<file path="config.mk">
export PLATFORM = sky130hd
export DESIGN_NAME = id_stage_pipe
export DESIGN_NICKNAME = d
export VERILOG_FILES = /design/src/rtl/mips_pkg.sv /design/src/rtl/regfile_2r1w.sv /design/src/rtl/id_stage_pipe.sv
export SDC_FILE = /design/constraint.sdc
export NUM_CORES = 2
export LEC_CHECK = 0
export BUFFER_PORTS_ARGS = -buffer_cell sky130_fd_sc_hd__buf_2
export CAP_MARGIN = 5
export CORE_ASPECT_RATIO = 2
export CORE_MARGIN = 2
export CORE_UTILIZATION = 50
export CTS_BUF_LIST = sky130_fd_sc_hd__clkbuf_16
export DETAILED_ROUTE_END_ITERATION = 8
export GPL_TIMING_DRIVEN = 0
export MAX_ROUTING_LAYER = met4
export PLACE_DENSITY = 0.69
export SLEW_MARGIN = 40
export SYNTH_ARGS = -nofsm -noshare
export SYNTH_HDL_FRONTEND = slang
export SYNTH_HIERARCHICAL = 1
export SYNTH_SLANG_ARGS = --single-unit
</file>
<file path="constraint.sdc">
create_clock -name CLK -period 2.6 [get_ports CLK]
set_clock_uncertainty 0.2 [all_clocks]
set_input_delay 0.39 -clock CLK [delete_from_list [all_inputs] [get_ports CLK]]
set_output_delay 0.39 -clock CLK [all_outputs]
set_load 0.05 [all_outputs]
</file>
<file path="src/rtl/mips_pkg.sv">
// Shared MIPS decode definitions: opcode constants, the link register index,
// the ID/EX control-field bundle and the immediate-extension classifier.
package mips_pkg;

    localparam logic [5:0] OP_RTYPE = 6'h00;
    localparam logic [5:0] OP_J     = 6'h02;
    localparam logic [5:0] OP_JAL   = 6'h03;
    localparam logic [5:0] OP_BEQ   = 6'h04;
    localparam logic [5:0] OP_BNE   = 6'h05;
    localparam logic [5:0] OP_ADDI  = 6'h08;
    localparam logic [5:0] OP_ADDIU = 6'h09;
    localparam logic [5:0] OP_SLTI  = 6'h0A;
    localparam logic [5:0] OP_SLTIU = 6'h0B;
    localparam logic [5:0] OP_ANDI  = 6'h0C;
    localparam logic [5:0] OP_ORI   = 6'h0D;
    localparam logic [5:0] OP_XORI  = 6'h0E;
    localparam logic [5:0] OP_LUI   = 6'h0F;
    localparam logic [5:0] OP_LW    = 6'h23;
    localparam logic [5:0] OP_SW    = 6'h2B;

    localparam logic [4:0] REG_RA = 5'd31;

    // Destination always comes from a 5-bit instruction field, so it fits here
    // regardless of the register-file address width.
    typedef struct packed {
        logic [5:0]  op;
        logic [5:0]  funct;
        logic [4:0]  shamt;
        logic [25:0] jaddr;
        logic [4:0]  dst;
        logic        wr_en;
        logic        is_load;
    } id_ex_ctrl_t;

    typedef enum logic [1:0] {
        EXT_NONE,
        EXT_SIGN,
        EXT_ZERO,
        EXT_LUI
    } ext_kind_t;

    function automatic ext_kind_t ext_kind(input logic [5:0] op);
        case (op)
            OP_ADDI, OP_ADDIU, OP_SLTI, OP_SLTIU,
            OP_BEQ, OP_BNE, OP_LW, OP_SW:  return EXT_SIGN;
            OP_ANDI, OP_ORI, OP_XORI:      return EXT_ZERO;
            OP_LUI:                        return EXT_LUI;
            default:                       return EXT_NONE;
        endcase
    endfunction

endpackage

</file>
<file path="src/rtl/regfile_2r1w.sv">
// Two-read, one-write register file with asynchronous clear, r0 tied to zero
// and same-cycle write-to-read bypass.
module regfile_2r1w
    import mips_pkg::*;
#(
    parameter  int DATA_W = 32,
    parameter  int REG_N  = 32,
    localparam int AW     = $clog2(REG_N)
) (
    input  logic              clk,
    input  logic              rst_n,
    input  logic [AW-1:0]     raddr1,
    input  logic [AW-1:0]     raddr2,
    output logic [DATA_W-1:0] rdata1,
    output logic [DATA_W-1:0] rdata2,
    input  logic              we,
    input  logic [AW-1:0]     waddr,
    input  logic [DATA_W-1:0] wdata
);

    logic [DATA_W-1:0] mem_q [REG_N];
    logic              wr_hit;

    assign wr_hit = we && (waddr != '0) && (32'(waddr) < REG_N);

    // NOTE: the clear must reach every entry asynchronously, so the storage is
    // built from resettable flops rather than an inferred RAM macro.
    always_ff @(posedge clk or negedge rst_n) begin
        if (!rst_n) begin
            for (int i = 0; i < REG_N; i++) begin
                mem_q[i] <= '0;
            end
        end else if (wr_hit) begin
            mem_q[waddr] <= wdata;
        end
    end

    function automatic logic [DATA_W-1:0] read_port(input logic [AW-1:0] addr);
        if (addr == '0 || 32'(addr) >= REG_N) begin
            return '0;
        end
        if (wr_hit && addr == waddr) begin
            return wdata;
        end
        return mem_q[addr];
    endfunction

    always_comb begin
        rdata1 = read_port(raddr1);
        rdata2 = read_port(raddr2);
    end

endmodule

</file>
<file path="src/rtl/id_stage_pipe.sv">
// MIPS instruction-decode stage: operand read with bypass, immediate extension,
// destination select, load-use stall and a valid/ready ID/EX register.
module id_stage_pipe
    import mips_pkg::*;
#(
    parameter  int DATA_W = 32,
    parameter  int REG_N  = 32,
    localparam int AW     = $clog2(REG_N)
) (
    input  logic              CLK,
    input  logic              RST,
    input  logic              in_valid,
    output logic              in_ready,
    input  logic [31:0]       Ins,
    input  logic              flush,
    input  logic              wb_en,
    input  logic [AW-1:0]     wb_addr,
    input  logic [DATA_W-1:0] wb_data,
    input  logic              ex_ready,
    output logic              out_valid,
    output logic [DATA_W-1:0] Rdata1,
    output logic [DATA_W-1:0] Rdata2,
    output logic [DATA_W-1:0] Ed32,
    output logic [5:0]        op,
    output logic [5:0]        funct,
    output logic [4:0]        shamt,
    output logic [AW-1:0]     dst,
    output logic              wr_en,
    output logic              is_load,
    output logic [25:0]       jaddr
);

    logic [5:0]  ins_op;
    logic [4:0]  ins_rs, ins_rt, ins_rd;
    logic [15:0] ins_imm;

    assign ins_op  = Ins[31:26];
    assign ins_rs  = Ins[25:21];
    assign ins_rt  = Ins[20:16];
    assign ins_rd  = Ins[15:11];
    assign ins_imm = Ins[15:0];

    logic [DATA_W-1:0] rf_rdata1, rf_rdata2;

    regfile_2r1w #(
        .DATA_W (DATA_W),
        .REG_N  (REG_N)
    ) u_regfile (
        .clk    (CLK),
        .rst_n  (RST),
        .raddr1 (AW'(ins_rs)),
        .raddr2 (AW'(ins_rt)),
        .rdata1 (rf_rdata1),
        .rdata2 (rf_rdata2),
        .we     (wb_en),
        .waddr  (wb_addr),
        .wdata  (wb_data)
    );

    logic              out_valid_q, out_valid_d;
    id_ex_ctrl_t       ctrl_q, ctrl_d;
    logic [DATA_W-1:0] rdata1_q, rdata1_d;
    logic [DATA_W-1:0] rdata2_q, rdata2_d;
    logic [DATA_W-1:0] ed32_q, ed32_d;

    id_ex_ctrl_t       dec_ctrl;
    logic [DATA_W-1:0] dec_ed32;
    logic              uses_rs, uses_rt;
    logic              stall, transfer;

    always_comb begin
        dec_ctrl         = '0;
        dec_ctrl.op      = ins_op;
        dec_ctrl.funct   = Ins[5:0];
        dec_ctrl.shamt   = Ins[10:6];
        dec_ctrl.jaddr   = Ins[25:0];
        dec_ctrl.is_load = (ins_op == OP_LW);

        case (ins_op)
            OP_RTYPE:                                  dec_ctrl.dst = ins_rd;
            OP_JAL:                                    dec_ctrl.dst = REG_RA;
            OP_ADDI, OP_ADDIU, OP_SLTI, OP_SLTIU,
            OP_ANDI, OP_ORI, OP_XORI, OP_LUI, OP_LW:   dec_ctrl.dst = ins_rt;
            default:                                   dec_ctrl.dst = '0;
        endcase
        // Non-writers already decode to r0, so a zero destination covers both.
        dec_ctrl.wr_en = (dec_ctrl.dst != '0);

        case (ext_kind(ins_op))
            EXT_SIGN: dec_ed32 = DATA_W'($signed(ins_imm));
            EXT_ZERO: dec_ed32 = DATA_W'(ins_imm);
            EXT_LUI:  dec_ed32 = DATA_W'($signed({ins_imm, 16'h0000}));
            default:  dec_ed32 = '0;
        endcase

        uses_rs = !(ins_op inside {OP_J, OP_JAL, OP_LUI});
        uses_rt = ins_op inside {OP_RTYPE, OP_SW, OP_BEQ, OP_BNE};
    end

    assign stall = out_valid_q && ctrl_q.is_load && ctrl_q.wr_en &&
                   ((uses_rs && ins_rs == ctrl_q.dst) ||
                    (uses_rt && ins_rt == ctrl_q.dst));

    assign in_ready = RST && !flush && !stall && (!out_valid_q || ex_ready);
    assign transfer = in_valid && in_ready;

    // NOTE: every _d gets its hold value first so no path through the
    // conditionals leaves a signal unassigned and infers a latch.
    always_comb begin
        out_valid_d = out_valid_q;
        ctrl_d      = ctrl_q;
        rdata1_d    = rdata1_q;
        rdata2_d    = rdata2_q;
        ed32_d      = ed32_q;
        if (transfer) begin
            out_valid_d = 1'b1;
            ctrl_d      = dec_ctrl;
            rdata1_d    = rf_rdata1;
            rdata2_d    = rf_rdata2;
            ed32_d      = dec_ed32;
        end else if (flush || ex_ready) begin
            out_valid_d = 1'b0;
        end
    end

    // NOTE: state updates use <= so all flops sample pre-edge values together.
    always_ff @(posedge CLK or negedge RST) begin
        if (!RST) begin
            out_valid_q <= 1'b0;
            ctrl_q      <= '0;
            rdata1_q    <= '0;
            rdata2_q    <= '0;
            ed32_q      <= '0;
        end else begin
            out_valid_q <= out_valid_d;
            ctrl_q      <= ctrl_d;
            rdata1_q    <= rdata1_d;
            rdata2_q    <= rdata2_d;
            ed32_q      <= ed32_d;
        end
    end

    assign out_valid = out_valid_q;
    assign Rdata1    = rdata1_q;
    assign Rdata2    = rdata2_q;
    assign Ed32      = ed32_q;
    assign op        = ctrl_q.op;
    assign funct     = ctrl_q.funct;
    assign shamt     = ctrl_q.shamt;
    assign dst       = AW'(ctrl_q.dst);
    assign wr_en     = ctrl_q.wr_en;
    assign is_load   = ctrl_q.is_load;
    assign jaddr     = ctrl_q.jaddr;

endmodule

</file>
# [Word level (Yosys, flattened, before mapping)]
# Index checks and enable logic that the tools add are counted.
[word_totals] latchBits=0 mem_bits_ro=0 wordCells=130 regBits=1171 ramBits=0 out_inout_bits=148 n_memories=0 in_bits=75
[op_classes] reduce_logical=31 multipliers=0 n_lt_le_gt_ge=4 div_mod_pow=0 add_sub_neg=0 shifts=0 bitwise=3 mux=28 eq_ne=21
[ops] cell="1024-bit bitwise mux" n=1
[ops] cell="32-bit 2-to-1 mux" n=13
[ops] cell="32-bit binary-select mux with 5-bit select" n=2
[ops] cell="32-bit demux with 5-bit select" n=1
[ops] cell="32-bit case mux with 3 select lines" n=1
[ops] cell="6-bit by 4-bit == test with 1-bit output, second input constant" n=8
[ops] cell="5-bit == test" n=4
[ops] cell="6-bit >= comparator, second input constant" n=3
[ops] cell="5-bit inverter with 6-bit output" n=3
[ops] cell="5-bit case mux with 3 select lines" n=1
[ops] cell="1-bit logical AND" n=13
[ops] cell="6-bit by 2-bit == test with 1-bit output, second input constant" n=2
[ops] cell="6-bit by 3-bit == test with 1-bit output, second input constant" n=2
[ops] cell="6-bit == test, second input constant" n=2
[ops] cell="5-bit logical NOT" n=2
[ops] cell="5-bit nonzero test" n=2
[ops] cell="9-bit OR reduction" n=1
[ops] cell="1-bit 2-to-1 mux" n=8
[ops] cell="8-bit OR reduction" n=1
[ops] cell="6-bit logical NOT" n=1
[ops] cell="6-bit by 1-bit < comparator with 1-bit output, second input constant" n=1
[ops] cell="2-bit case mux with 3 select lines" n=1
[ops] cell="2-bit == test, second input constant" n=2
[ops] cell="1-bit logical NOT" n=4
[ops] cell="6 further kinds" n=8

# [Depth between registers and ports, before layout]
[logic_depth] ltp_word=11 depth_mapped=11 depth_no_buf=6

# [By module]
# The synthesis kept the hierarchy.
[by_module_without_submodules] module="regfile_2r1w" area_each_um2=54902.7 instances=1 cells_per_inst=3787 seq_area_each_um2=25624.6
[by_module_without_submodules] module="id_stage_pipe" area_each_um2=5890.6 instances=1 cells_per_inst=436 seq_area_each_um2=3403.3

# [Worst setup path before layout]
# OpenSTA, ideal clock, no wires.
[synth_path] path_type="input port to flip-flop" start="in Ins[21]" end="reg rdata1_q[11], in the netlist Rdata1[11]" setup_time_ns=0.128 t_arrival_ns=2.288 path_buffers=3 cell_stages=7 required_ns=2.272 path_slack_ns=-0.015 cell_sequence="buf_6 > buf_6 > buf_2 > mux4_2 > a221o_1 > a32o_1 > mux2_1"
[synth_via] elab_cells_between_ends=21 classes_between="eq/ne: 2; mux: 9; bitwise: 1; reduce/logical: 9"
[synth_lines] item="start: declaration" line_no="id_stage_pipe.sv:14" text="input logic [31:0] Ins,"
[synth_lines] item="5-bit inverter with 6-bit output (not written as such) or 5-bit == test (tied branches)" line_no="regfile_2r1w.sv:45, regfile_2r1w.sv:42"
[synth_lines] item="32-bit binary-select mux with 5-bit select or 1-bit logical AND (tied branches)" line_no="regfile_2r1w.sv:45, regfile_2r1w.sv:42"
[synth_lines] item="32-bit 2-to-1 mux (not written as such) or 1-bit 2-to-1 mux (tied branches) (2 in a row)" line_no="regfile_2r1w.sv:45, regfile_2r1w.sv:42"
[synth_lines] item="32-bit 2-to-1 mux" line_no="regfile_2r1w.sv:45" text="return mem_q[addr];"
[synth_lines] item="32-bit 2-to-1 mux (*)" line_no="regfile_2r1w.sv:42" text="if (wr_hit && addr == waddr) begin"
[synth_lines] item="net rf_rdata1[11]" line_no="id_stage_pipe.sv:43" text="logic [DATA_W-1:0] rf_rdata1, rf_rdata2;"
[synth_lines] item="end signal: assignment" line_no="id_stage_pipe.sv:137" text="rdata1_q <= rdata1_d;"
[synth_lines] item="end: declaration" line_no="id_stage_pipe.sv:62" text="logic [DATA_W-1:0] rdata1_q, rdata1_d;"
# The timed path passes the listed nets; every way through them passes the cells marked *. The select of a mux whose other input is x is not followed.
# A chain may end at the register's enable or synchronous reset.

# [Worst setup path after layout]
[layout_path] start="reg ctrl_q (netlist bit dst[0])" end="out in_ready"
[layout_via] elab_chain_len=7 elab_cells_between_ends=9 classes_between="eq/ne: 2; reduce/logical: 7"
[layout_rtl] item="start: declaration" line_no="id_stage_pipe.sv:61" text="id_ex_ctrl_t ctrl_q, ctrl_d;"
[layout_rtl] item="start signal: assignment" line_no="id_stage_pipe.sv:136" text="ctrl_q <= ctrl_d;"
[layout_rtl] item="5-bit == test, on equally long branches" line_no="id_stage_pipe.sv:101, id_stage_pipe.sv:102"
[layout_rtl] item="1-bit logical AND, on equally long branches" line_no="id_stage_pipe.sv:101, id_stage_pipe.sv:102"
[layout_rtl] item="1-bit logical OR (*)" line_no="id_stage_pipe.sv:101" text="((uses_rs && ins_rs == ctrl_q.dst) ||"
[layout_rtl] item="1-bit logical AND (*)" line_no="id_stage_pipe.sv:100" text="assign stall = out_valid_q && ctrl_q.is_load && ctrl_q.wr_en &&"
[layout_rtl] item="1-bit logical NOT (*)" line_no="id_stage_pipe.sv:104" text="assign in_ready = RST && !flush && !stall && (!out_valid_q || ex_ready);"
[layout_rtl] item="1-bit logical AND (*) (2 in a row)" line_no="id_stage_pipe.sv:104"
[layout_rtl] item="end: declaration" line_no="id_stage_pipe.sv:13" text="output logic in_ready,"
# Every way passes the cells marked *; elsewhere a longest branch is shown, timed or not.

==> impl_metrics.yaml <==
synthesis:
  synth_edf_count: 0
  syn_inst: 4223
  synth.distinct_cells: 64
  post_synth_instance_area_um2: 60800
  synth_nets: 4298
  syn_avg_cell_area_um2: 14.4
  synth_ff_type: "dfrtp_1"
  synth_seq_cells: 1160
  synth_top_cell_by_area: "dfrtp_1"
  synth-async-reset-ratio: 1.00
  ys_top_cells_by_area: "dfrtp_1 (48%), mux2_2 (21%), mux4_2 (15%), mux2i_1 (4.7%), clkbuf_1 (1.6%)"
  ys_seq_area_frac: 0.477
  yosys.area.top_type_share: 0.477
  yosys_warnings: 6
outcome:
  failed_checks: "negative hold slack, negative setup slack"
  outcome: "finished with violations"
pwr:
  p_sw_frac: 0.325
  powerDensity_nw_per_um2: 771
  finalPower_uw: 55400
  seq_power_share: 0.437
  power.switching_uw: 18000
  peakVddDrop_mv: 0.693
  power_frac_comb: 0.263
  p_clk_frac: 0.300
  p_int_uw: 37400
  leakage_uw: 0.0323
sta:
  fin_hold_ws_ns: -0.0909
  fmaxAchievable_mhz: 347
  setup_slack_ns: -0.281
  setup_violations: 137
  tightest_slew_ns: 1.02
  period_share: 1.11
  rsz0062_at_grt: "true"
  slew_headroom: 0.322
  min_period_ns: 2.88
  drv_slew: 0
  hold_violations: 168
  setup_tns_ns: -16.14
critical_path:
  reg2reg_from: "dst[0]$_DFFE_PN0P_"
  critPathKind: "register to output pin"
  r2r-end: "Rdata2[11]$_DFFE_PN0P_"
  arrival_ns: 2.29
  reg2reg_depth: 11
  r2r_slack_ns: -0.22
  end_kind: "output pin"
  start_kind: "register"
  cp_data_required_time_ns: 2.01
  crit_cells: 5
  cp_top_family: "simple AND/OR/NAND/NOR gates"
  path_cells: "xor2_1 -> a211o_1 -> or3_4 -> and3_4 -> buf_8"
  worst-path-buf-inv: 1
  crit_slowest_cell: "dfrtp_2"
  crit_fanout: 4
  slowest_delay_ns: 0.44
run:
  maxCapViolations: 0
cts:
  cts_buffers: 108
  cts_root_buf: "clkbuf_16"
  htree_levels: 3
  numClockSinks: 1160
  cts_tree: "yes"
  clk-insertion-delay-late_ns: 0.77
  clk_pin_slew_ns: 0.06
  clockBufferDepth: 3
detailed_routing:
  dr_total_vias: 44800
  met1_length_mm: 93.5
  vias_per_cell: 7.04
  routed_wl_mm: 262
  wl_met2_mm: 114
  wl_per_cell_um: 41.3
  dr_wl_met3_mm: 28.3
  drt_iter0_drc: 5772
  drt_first_pass_iters: 5
  ant_nets: 0
  routed.top_layer: "met4"
  drcViolationCount: 0
grt:
  grt_antenna_before_repair: 11
  grt_max_degree: 106
  grt_pass1_vias: 44700
  grt_overflow_total: 0
  grt_pass1_wl_mm: 354
  grt_usage: 0.426
final_layout:
  utilization: 0.593
  area.growth.synth_to_final_pct: 18.1
  drive_gt1_frac: 0.484
  stdcell_count: 6363
  final_nets: 4784
floorplan:
  io-pin-count: 223
  die_w_um: 251
  die_area_um2: 125000
  start_util: 0.502
  die-height_um: 497
  core_area_um2: 121000
  rows: 181
place:
  hpwl_mm: 188
  gp_congestion: 1.04
  placedCellCount: 6019
  place_ws_ns: -2.20
  port_buffers: 215
min_path:
  hp-class: "primary input to asynchronous set/reset pin"
[repair_timing]
item	4_1_cts	5_1_grt
resized for setup	249	181
buffers inserted	4	16
pin swaps	5	4
hold endpoints to repair	361	105
gates cloned	14	12
endpoints found under the setup margin	207	103
hold buffers	91	3
[cell usage in the layout (no fill, tap or decap), drive strengths merged, types with 6 or more instances in the layout]
| cell | n |
|---|---|
| a211o | 8 |
| a211oi | 34 |
| a21oi | 60 |
| a221o | 28 |
| a221oi | 46 |
| a22oi | 45 |
| a31oi | 7 |
| a32o | 32 |
| buf | 487 |
| bufbuf | 14 |
| bufinv | 14 |
| clkbuf | 378 |
| clkinv | 51 |
| clkinvlp | 9 |
| dfrtp | 1160 |
| diode | 9 |
| dlygate4sd3 | 81 |
| inv | 53 |
| mux2 | 1128 |
| mux2i | 283 |
| mux4 | 394 |
| nand2 | 97 |
| nand2b | 14 |
| nand3b | 6 |
| nor2 | 61 |
| nor2b | 12 |
| nor3 | 23 |
| nor3b | 9 |
| nor4 | 19 |
| o21ai | 40 |
| o221ai | 32 |
| o22a | 8 |
| o22ai | 81 |
| or3 | 7 |
| xnor2 | 10 |
| xor2 | 10 |
[through the flow]
step,hold slack (ns),area [um2]
after global placement,0.252,63800
after global routing,-0.0754,71800
final,-0.0909,71800
after CTS,-0.0752,70600
after detailed placement,0.0966,64600
after floorplan,-0.106,60800
[power groups by stage]
stage                     combinational [uW]  clock [uW]  sequential (uW)
after floorplan                         7730           0            24900
after global placement                 12800           0            24000
after detailed placement               13300           0            24300
after CTS                              13800       16700            24000
after global routing                   15000       17400            24500
final                                  14600       16600            24200
[tightest hold or removal path, stage by stage]
cell    delay (ns)
buf_16        0.11
buf_12        0.11
buf_16        0.13
buf_16        0.16
buf_16        0.33
[synthesized netlist by cell type, types with 5 or more instances]
| master | instances |
|---|---|
| nor3_1 | 22 |
| a31oi_1 | 7 |
| buf_4 | 43 |
| o22ai_1 | 81 |
| nand2b_1 | 14 |
| o22a_1 | 8 |
| nor4_1 | 18 |
| nand3b_1 | 6 |
| a211o_1 | 8 |
| buf_2 | 81 |
| xnor2_1 | 10 |
| buf_6 | 36 |
| nand2_1 | 97 |
| a221o_1 | 28 |
| o32ai_1 | 5 |
| xor2_1 | 10 |
| mux4_2 | 394 |
| nor3b_1 | 9 |
| mux2i_1 | 283 |
| mux2_2 | 1120 |
| a21o_1 | 5 |
| a32o_1 | 32 |
| a221oi_1 | 44 |
| o221ai_1 | 32 |
| clkbuf_1 | 261 |
| inv_1 | 34 |
| nor2_1 | 61 |
| o21ai_0 | 37 |
| dfrtp_1 | 1160 |
| mux2_1 | 8 |
| or3_1 | 6 |
| a211oi_1 | 34 |
| a21oi_1 | 60 |
| a22oi_1 | 45 |
| buf_1 | 52 |
| nor2b_1 | 12 |
| o2bb2ai_1 | 5 |
| nand3_1 | 5 |
[layer usage]
layer,track usage,vias up
met3,0.120,993
met5,-,-
met4,0.343,0
met1,0.511,23500
li1,-,17100
met2,0.601,3123
[flip-flops by register name, indices dropped and copies added (netlist names)]
signal           cells
Rdata2              32
jaddr               17
is_load              1
Ed32                32
funct                5
shamt                4
out_valid            1
u_regfile/mem_q   1024
wr_en                1
dst                  5
op                   6
Rdata1              32
[how the worst max path moves through the flow]
stage                  startpoint  slack, ns                endpoint
6_report       dst[0]$_DFFE_PN0P_      -0.28                in_ready
5_1_grt        dst[0]$_DFFE_PN0P_      -0.33                in_ready
4_1_cts        dst[0]$_DFFE_PN0P_      -0.31                in_ready
3_5_place_dp                  RST      -2.20  Rdata1[10]$_DFFE_PN0P_
3_3_place_gp                  RST     -23.84   jaddr[23]$_DFFE_PN0P_
2_1_floorplan             Ins[21]      0.004  Rdata1[29]$_DFFE_PN0P_
[layout make-up]
class | count | area (um2)
Clock buffer | 108 | 2700
Clock inverter | 92 | 883
Buffer | 471 | 3310
Tap cell | 1555 | 1950
Fill cell | 9372 | 49300
Antenna cell | 9 | 22.5
Sequential cell | 1160 | 29000
Inverter | 35 | 140
Multi-Input combinational cell | 2552 | 30000
Timing Repair Buffer | 381 | 3800
[cell families after synthesis]
family	count (synthesis)	share of synthesized area
muxes	1805	0.401
xor gates and xnor gates	20	0.00288
buffers and inverters	511	0.0409
and+or+nand+nor	278	0.0226
AOI/OAI and AO/OA	449	0.0547
DFF	1160	0.477
Note: power is estimated with default switching activity, not from simulation.
